## src/rtl/rm_symbol_feeder.sv

```systemverilog
// rm_symbol_feeder: buffers multi-lane trace symbols and streams them one per cycle to the monitor clusters.
module rm_symbol_feeder #(
    parameter int SYM_W      = 8,
    parameter int NUM_EVT    = 2,
    parameter int DEPTH      = 8,
    parameter int RST_CYCLES = 2
) (
    input  logic                       clk,
    input  logic                       reset,
    input  logic [NUM_EVT-1:0]         evt_valid,
    input  logic [NUM_EVT*SYM_W-1:0]   evt_sym,
    output logic                       evt_ready,
    input  logic                       enable,
    input  logic                       flush,
    output logic [SYM_W-1:0]           symbols,
    output logic                       run,
    output logic                       mon_reset,
    output logic                       overflow,
    output logic [$clog2(DEPTH+1)-1:0] occupancy
);
    localparam int AW  = $clog2(DEPTH);
    localparam int CW  = $clog2(DEPTH+1);
    localparam int RCW = $clog2(RST_CYCLES+1);
    typedef enum logic [1:0] {RST_MON, IDLE, STREAM} state_t;
    state_t state, state_n;
    logic [RCW-1:0]   rst_cnt, rst_cnt_n;
    logic [AW-1:0]    wr_ptr, rd_ptr;
    logic [CW-1:0]    count, push_cnt;
    logic [SYM_W-1:0] mem [DEPTH];
    logic [AW-1:0]    wr_addr [NUM_EVT];
    logic [NUM_EVT-1:0] wr_en;
    logic             pop, mon_reset_n, do_push;
    assign occupancy = count;
    assign evt_ready = (CW'(DEPTH) - count) >= CW'(NUM_EVT);
    assign do_push   = evt_ready && !flush;
    // Valid lanes are packed into consecutive slots, lowest lane first
    always_comb begin
        push_cnt = '0;
        for (int i = 0; i < NUM_EVT; i++) begin
            wr_en[i]   = do_push && evt_valid[i];
            wr_addr[i] = wr_ptr + push_cnt[AW-1:0];
            push_cnt   = push_cnt + CW'(wr_en[i]);
        end
    end
    always_comb begin
        state_n     = state;
        rst_cnt_n   = rst_cnt;
        mon_reset_n = 1'b0;
        pop         = 1'b0;
        if (flush) begin
            state_n     = RST_MON;
            rst_cnt_n   = '0;
            mon_reset_n = 1'b1;
        end else begin
            case (state)
                RST_MON: begin
                    if (rst_cnt == RCW'(RST_CYCLES-1)) begin
                        state_n = enable ? STREAM : IDLE;
                    end else begin
                        rst_cnt_n   = rst_cnt + 1'b1;
                        mon_reset_n = 1'b1;
                    end
                end
                IDLE:    state_n = enable ? STREAM : IDLE;
                STREAM: begin
                    state_n = enable ? STREAM : IDLE;
                    pop     = enable && (count != '0);
                end
                default: state_n = RST_MON;
            endcase
        end
    end
    always_ff @(posedge clk) begin
        for (int i = 0; i < NUM_EVT; i++)
            if (wr_en[i]) mem[wr_addr[i]] <= evt_sym[i*SYM_W +: SYM_W];
    end
    always_ff @(posedge clk or posedge reset) begin
        if (reset) begin
            state     <= RST_MON;
            rst_cnt   <= '0;
            wr_ptr    <= '0;
            rd_ptr    <= '0;
            count     <= '0;
            symbols   <= '0;
            run       <= 1'b0;
            mon_reset <= 1'b1;
            overflow  <= 1'b0;
        end else begin
            state     <= state_n;
            rst_cnt   <= rst_cnt_n;
            mon_reset <= mon_reset_n;
            run       <= pop;
            if (pop) symbols <= mem[rd_ptr];
            if (flush) begin
                wr_ptr   <= '0;
                rd_ptr   <= '0;
                count    <= '0;
                overflow <= 1'b0;
            end else begin
                wr_ptr <= wr_ptr + push_cnt[AW-1:0];
                rd_ptr <= rd_ptr + AW'(pop);
                count  <= count + push_cnt - CW'(pop);
                if (|evt_valid && !evt_ready) overflow <= 1'b1;
            end
        end
    end
endmodule

```

## config.mk

```make
export PLATFORM = sky130hd
export DESIGN_NAME = rm_symbol_feeder
export DESIGN_NICKNAME = d
export VERILOG_FILES = /design/src/rtl/rm_symbol_feeder.sv
export SDC_FILE = /design/constraint.sdc
export NUM_CORES = 1
export LEC_CHECK = 0
export CORE_MARGIN = 2
export CORE_UTILIZATION = 40
export CTS_CLUSTER_SIZE = 12
export DETAILED_ROUTE_END_ITERATION = 7
export PLACE_DENSITY = 0.65
export SLEW_MARGIN = 15
export SYNTH_ARGS = -nofsm -noshare
export SYNTH_HDL_FRONTEND = slang
export SYNTH_SLANG_ARGS = --single-unit
```

## constraint.sdc

```tcl
create_clock -name clk -period 4.8 [get_ports clk]
set_input_delay 0.72 -clock clk [delete_from_list [all_inputs] [get_ports clk]]
set_output_delay 0.72 -clock clk [all_outputs]
set_load 0.005 [all_outputs]
```

==> metrics.yaml, run 1 <==
worst_clock_skew_ns: 0.00846
grt_pass1_vias: 2835
yosysWarnings: 0
grt_first_pass_wirelength_um: 16200
pwr_density_cell_nw_per_um2: 478
rr_worst_depth: 13
hold_path_class: "register to register"
antenna_found_initial: 0
crit_type: "register to register"
clock-sinks: 89
dp_cells: 503
crit_fanout: 11
tns_ns: 0
via_per_inst: 5.33
hold_viol: 0
first_pass_iters: 6
route.detailed.drc: 4
chipWidth_um: 113
place_area_um2: 5310
slew_viol_final: 0
timing.final.ws_setup_ns: 0.921
wl_per_cell_um: 19.4
slew_headroom_pct: 37.4
final_util_pct: 48.7
clock_path_buffers: 2
clockRootBuffer: "clkbuf_16"
r2r-end: "mem[1][3]"
portBuffers: 37
violations: "DRC"
synth.avg_cell_area_um2: 14.7
cts_tree: "built"
setup_viol: 0
grt.met1_usage_pct: 23.4
vdd_drop_max_mv: 0.311
outcome: "finished with violations"
nets: 410
synth_top_area_share_pct: 40.3
numCtsBuffers: 9
clkTransAtPathRegs_ns: 0.06
grt_use_met3_pct: 3.96
drive_gt1_share_pct: 16.2
post-place-ws_ns: 0.926
rsz0062_at_grt: "no"
synth_nets: 363
coreArea_um2: 11500
worst_pin_slew_ns: 0.939
max_freq_mhz: 258
ys_seq_area_share_pct: 53.4
top_usage_layer: "met2"
num_io_pins: 38
gp_congestion: 0.800
layoutNonFillerInstCount: 519
post-route-period-util_pct: 80.8
cp-start-kind: "register"
antenna_cells: 0
yosysUniqueCellTypes: 43
worstPathRequired_ns: 4.89
synth.largest_area_cell: "edfxtp_1"
fin_area_um2: 5610
start_util_pct: 41.4
die_height_um: 113
postCtsHoldBufs: 0
r2r_start: "occupancy[1]"
crit_end: "mem[1][3]"
min_period_ns: 3.88
cp-end-kind: "register"
die_area_um2: 12800
rows: 39
synthTopCellsByArea: "edfxtp_1, mux2_1, dfrtp_1"
postCtsSetupBuffers: 0
cp.arrival_ns: 3.97
r2r_setup_slack_ns: 0.92
syn_inst: 324
power.total_mw: 2.68
grt_max_degree: 26
cts_resized: 0
num_vias: 2767
whs_ns: 0.476
crit_path_start: "occupancy[1]"
clk_latency_ns: 0.35
dp_hpwl_um: 6830
syn_to_final_growth_pct: 17.6
cap_violations: 0
ys_ff_latch: 89
drtAntennaViolNets: 0
drt_wl_total_um: 10100
syn_area_um2: 4770
grt_overflow_total: 0
first_iter_violations: 205
grt_usage_pct: 17.1
use_met2_pct: 27.3
htreeDepth: 3
power.leakage_nw: 2.00
## worst min path at each step
stage          slack, ns  cells past startpoint    endpoint  startpoint
3_5_place_dp        0.47                      2  symbols[5]  symbols[5]
4_1_cts             0.48                      2  symbols[5]  symbols[5]
3_3_place_gp        0.46                      2  symbols[5]  symbols[5]
5_1_grt             0.50                      2  symbols[2]  symbols[2]
2_1_floorplan       0.47                      2  symbols[0]  symbols[0]
6_report            0.48                      2  symbols[5]  symbols[5]
## per-layer routing
| metal | vias to the layer above | wire length (µm) | share of wire [%] |
|---|---|---|---|
| li1 | 1305 | - | - |
| met1 | 1401 | 4670 | 46 |
| met2 | 50 | 4890 | 49 |
| met3 | 11 | 369 | 3.7 |
| met4 | 0 | 148 | 1.5 |
| met5 | - | 0 | 0 |
## cell families after synthesis
| logic type | count (synthesis) | synth area share [%] |
|---|---|---|
| compound gates | 32 | 5.90 |
| fa+ha+maj | 17 | 4.77 |
| simple gates | 59 | 6.43 |
| mux | 88 | 24.3 |
| xor+xnor | 8 | 1.78 |
| flops | 89 | 53.4 |
| buf+inv | 31 | 3.33 |
## registers in the layout, summed over array words and instances, names as in the netlist
signal     cells
run            1
symbols        8
state          2
mem           64
occupancy      4
wr_ptr         3
overflow       1
mon_reset      1
rst_cnt        2
rd_ptr         3
## where the power goes
group	internal [mW]	total [mW]	leakage [nW]	switching, mW
combinational	0.423	0.942	0.948	0.519
sequential	0.972	1.04	0.912	0.0638
clock	0.404	0.702	0.135	0.298
## synth_stat cells, drive strengths merged
cell type  number
a211o           1
a211oi          1
a21o            1
a21oi          18
a22o            1
a31oi           1
and2            1
and3            1
and4b           1
and4bb          2
buf             9
clkbuf          3
dfrtp          24
dfstp           1
edfxtp         64
fa              2
ha             15
inv            19
mux2           64
mux2i           8
mux4           16
nand2          25
nand2b          1
nand3           2
nand4           1
nor2           16
nor2b           6
nor3            1
nor3b           1
nor4b           1
o211ai          1
o21ai           8
xnor2           5
xor2            3
## layout by cell type, fill, tap and decap left out, types with 2 or more instances in the layout
| cell | Yosys | final |
|---|---|---|
| nand3_1 | 2 | 2 |
| nor2_1 | 15 | 15 |
| edfxtp_1 | 64 | 64 |
| clkdlybuf4s50_1 | 0 | 37 |
| dfrtp_1 | 24 | 24 |
| xor2_1 | 2 | 2 |
| o21ai_0 | 8 | 8 |
| xnor2_1 | 4 | 4 |
| mux4_2 | 16 | 16 |
| buf_4 | 1 | 11 |
| clkbuf_16 | 0 | 9 |
| fa_1 | 2 | 2 |
| nand2_1 | 23 | 23 |
| nor2b_1 | 6 | 6 |
| mux2_1 | 64 | 64 |
| a21oi_1 | 10 | 10 |
| inv_1 | 19 | 19 |
| a21oi_4 | 8 | 8 |
| and4bb_2 | 2 | 2 |
| clkinvlp_4 | 0 | 3 |
| ha_1 | 15 | 15 |
| nand2_2 | 2 | 2 |
| mux2i_1 | 8 | 8 |
## final cells by class
type | count | area (µm²)
tap | 143 | 179
fill | 993 | 5910
sequential | 89 | 2550
multi-input combinational | 204 | 2060
inverter | 19 | 71.3
clock inverter | 6 | 66.3
clock buffer | 10 | 229
timing repair buffer | 48 | 453
## critical path, cell delays in order (launching register included)
cell,delay (ns)
dfrtp_1,0.41
inv_1,0.15
ha_1,0.26
a211o_1,0.26
a31oi_4,0.14
buf_4,0.28
and2_2,0.31
nor2_1,0.10
ha_1,0.19
ha_1,0.33
and4bb_2,0.33
nand2_1,0.11
a21oi_4,0.39
mux2_1,0.38
Note: power is estimated with default switching activity, not from simulation.
==> inputs of run 2 (changes only) <==
Settings changed: PLACE_DENSITY 0.65 to 0.68.
Clock period 4.8 ns to 3.2 ns, I/O delays scaled along.
==> metrics.yaml, run 2 (synthesized netlist as in run 1, its figures left out) <==
final_cell_mix: "edfxtp_1, mux2_1, clkdlybuf4s50_1"
first_iter_violations: 127
pwr_density_cell_nw_per_um2: 716
cp_top_family: "adder cells"
worst_clock_skew_ns: 0.00864
fin_area_um2: 5940
drtAntennaViolNets: 0
critPathMaxStageDelay_ns: 0.40
coreArea_um2: 11500
dp_hpwl_um: 6790
grt_overflow_total: 0
wl_per_cell_um: 18.8
cp-end-kind: "register"
cts_tree: "built"
rows: 39
hold_viol: 0
setup_viol: 0
crit_path_start: "occupancy[1]"
critical_path_buf_inv_count: 2
htreeDepth: 3
post-route-period-util_pct: 97.4
worstPathRequired_ns: 3.29
pwr-share-seq_pct: 36.5
num_vias: 2833
outcome: "finished with violations"
syn_to_final_growth_pct: 24.6
numCtsBuffers: 9
chipWidth_um: 113
power_frac_clock_pct: 24.6
cap_violations: 0
gp_congestion: 0.816
slew_viol_final: 0
hp-start: "symbols[7]"
slew_headroom_pct: 35.1
comb_power_share_pct: 39.0
power.leakage_nw: 2.15
via_per_inst: 5.29
post-place-ws_ns: 0.0215
start_util_pct: 41.4
clock-sinks: 89
clock_path_buffers: 2
clk_latency_ns: 0.34
violations: "DRC"
drive_gt1_share_pct: 26.0
die_height_um: 113
crit_fanout: 8
grt_first_pass_wirelength_um: 15900
max_freq_mhz: 321
first_pass_iters: 6
grt_usage_pct: 16.8
crit_type: "register to register"
slowest_stage: "dfrtp_1"
vdd_drop_max_mv: 0.454
sw_frac_of_total_pct: 32.7
cp.arrival_ns: 3.20
die_area_um2: 12800
crit_chain: "inv_2, ha_1, a211o_1, a31oi_4, and2_4, nor2_4, ha_4, ha_4, and4bb_2, nand2_2, a21oi_4, buf_12, mux2_1"
grt_pass1_vias: 2905
largest_reg_flops: 64
final_util_pct: 51.6
portBuffers: 37
grt_max_degree: 26
postCtsHoldBufs: 0
hold_path_class: "register to register"
place_area_um2: 5580
p_int_mw: 2.86
nets: 427
min_period_ns: 3.12
clkTransAtPathRegs_ns: 0.06
r2r_start: "occupancy[1]"
worst_pin_slew_ns: 0.973
power.switching_mw: 1.39
antenna_cells: 0
route.detailed.drc: 2
cp_common_cell: "ha_4"
clockRootBuffer: "clkbuf_16"
num_io_pins: 38
timing.final.ws_setup_ns: 0.0836
drt_wl_total_um: 10100
cp-start-kind: "register"
antenna_found_initial: 0
layout_commonest_cell: "edfxtp_1"
==> run 2: changes by cell type in the layout (fill, tap and decap cells not counted), moves of 2 or more <==
cell        previous run  this run
ha_4                   0         2
a21oi_2                0         4
nand2_1               23        19
buf_12                 0         8
a21oi_1               10         6
nand2_2                2         6
clkinvlp_4             3         0
buf_4                 11        20
ha_1                  15        13
mux2_1                64        51
mux2_4                 0        13
==> run 2: worst paths after layout <==
path	end	slack (ns)	cells after the start
worst max-delay path	mem[2][4]	0.08	13
worst min-delay path	symbols[7]	0.48	2
worst max register to register	mem[2][4]	0.08	13
worst min register to register	symbols[7]	0.48	2
max in group asynchronous	run	1.94	2
min in group asynchronous	rd_ptr[1]	0.67	2
==> run 2: repair_timing <==
| item | 4_1_cts | 5_1_grt |
|---|---|---|
| setup endpoints to repair | 2 | 58 |
| setup buffers | 1 | 5 |
| pin swaps | 0 | 1 |
| resized for setup | 0 | 0 |
==> run 2: layout make-up <==
class | count | area (µm²)
timing repair buffer | 65 | 681
tap | 143 | 179
multi-input combinational | 204 | 2170
sequential | 89 | 2550
fill | 978 | 5570
clock inverter | 6 | 65.1
inverter | 19 | 71.3
clock buffer | 10 | 229
==> run 2: power by group through the flow <==
stage	combinational, mW	clock, mW	sequential, mW
floorplan	1.13	0	1.56
global placement	1.56	0	1.57
detailed placement	1.60	0	1.58
CTS	1.61	1.07	1.55
global route	1.80	1.11	1.57
finish	1.66	1.05	1.55
==> run 2: per-stage QoR <==
| step | power [mW] | TNS, ns | hold WS (ns) | cells |
|---|---|---|---|---|
| 5_1_grt | 4.49 | -0.270 | 0.506 | 536 |
| 2_1_floorplan | 2.70 | -5.36 | 0.473 | 324 |
| 3_5_place_dp | 3.17 | 0 | 0.469 | 514 |
| 4_1_cts | 4.24 | 0 | 0.484 | 531 |
| 6_report | 4.26 | 0 | 0.476 | 536 |
| 3_3_place_gp | 3.13 | 0 | 0.460 | 514 |
==> run 2: layer usage <==
layer  up-vias  GRT usage [%]  wire length [µm]
met2        66           27.1              4850
met5         -              0                 0
met3        13           2.95               573
met4         0           6.42               194
met1      1410           22.7              4490
li1       1344              -                 -
==> run 2: tightest hold or removal path: stages, from the launching register on <==
cell and delay [ns]:
dfrtp_1 0.34, nand2_1 0.04, o21ai_0 0.06
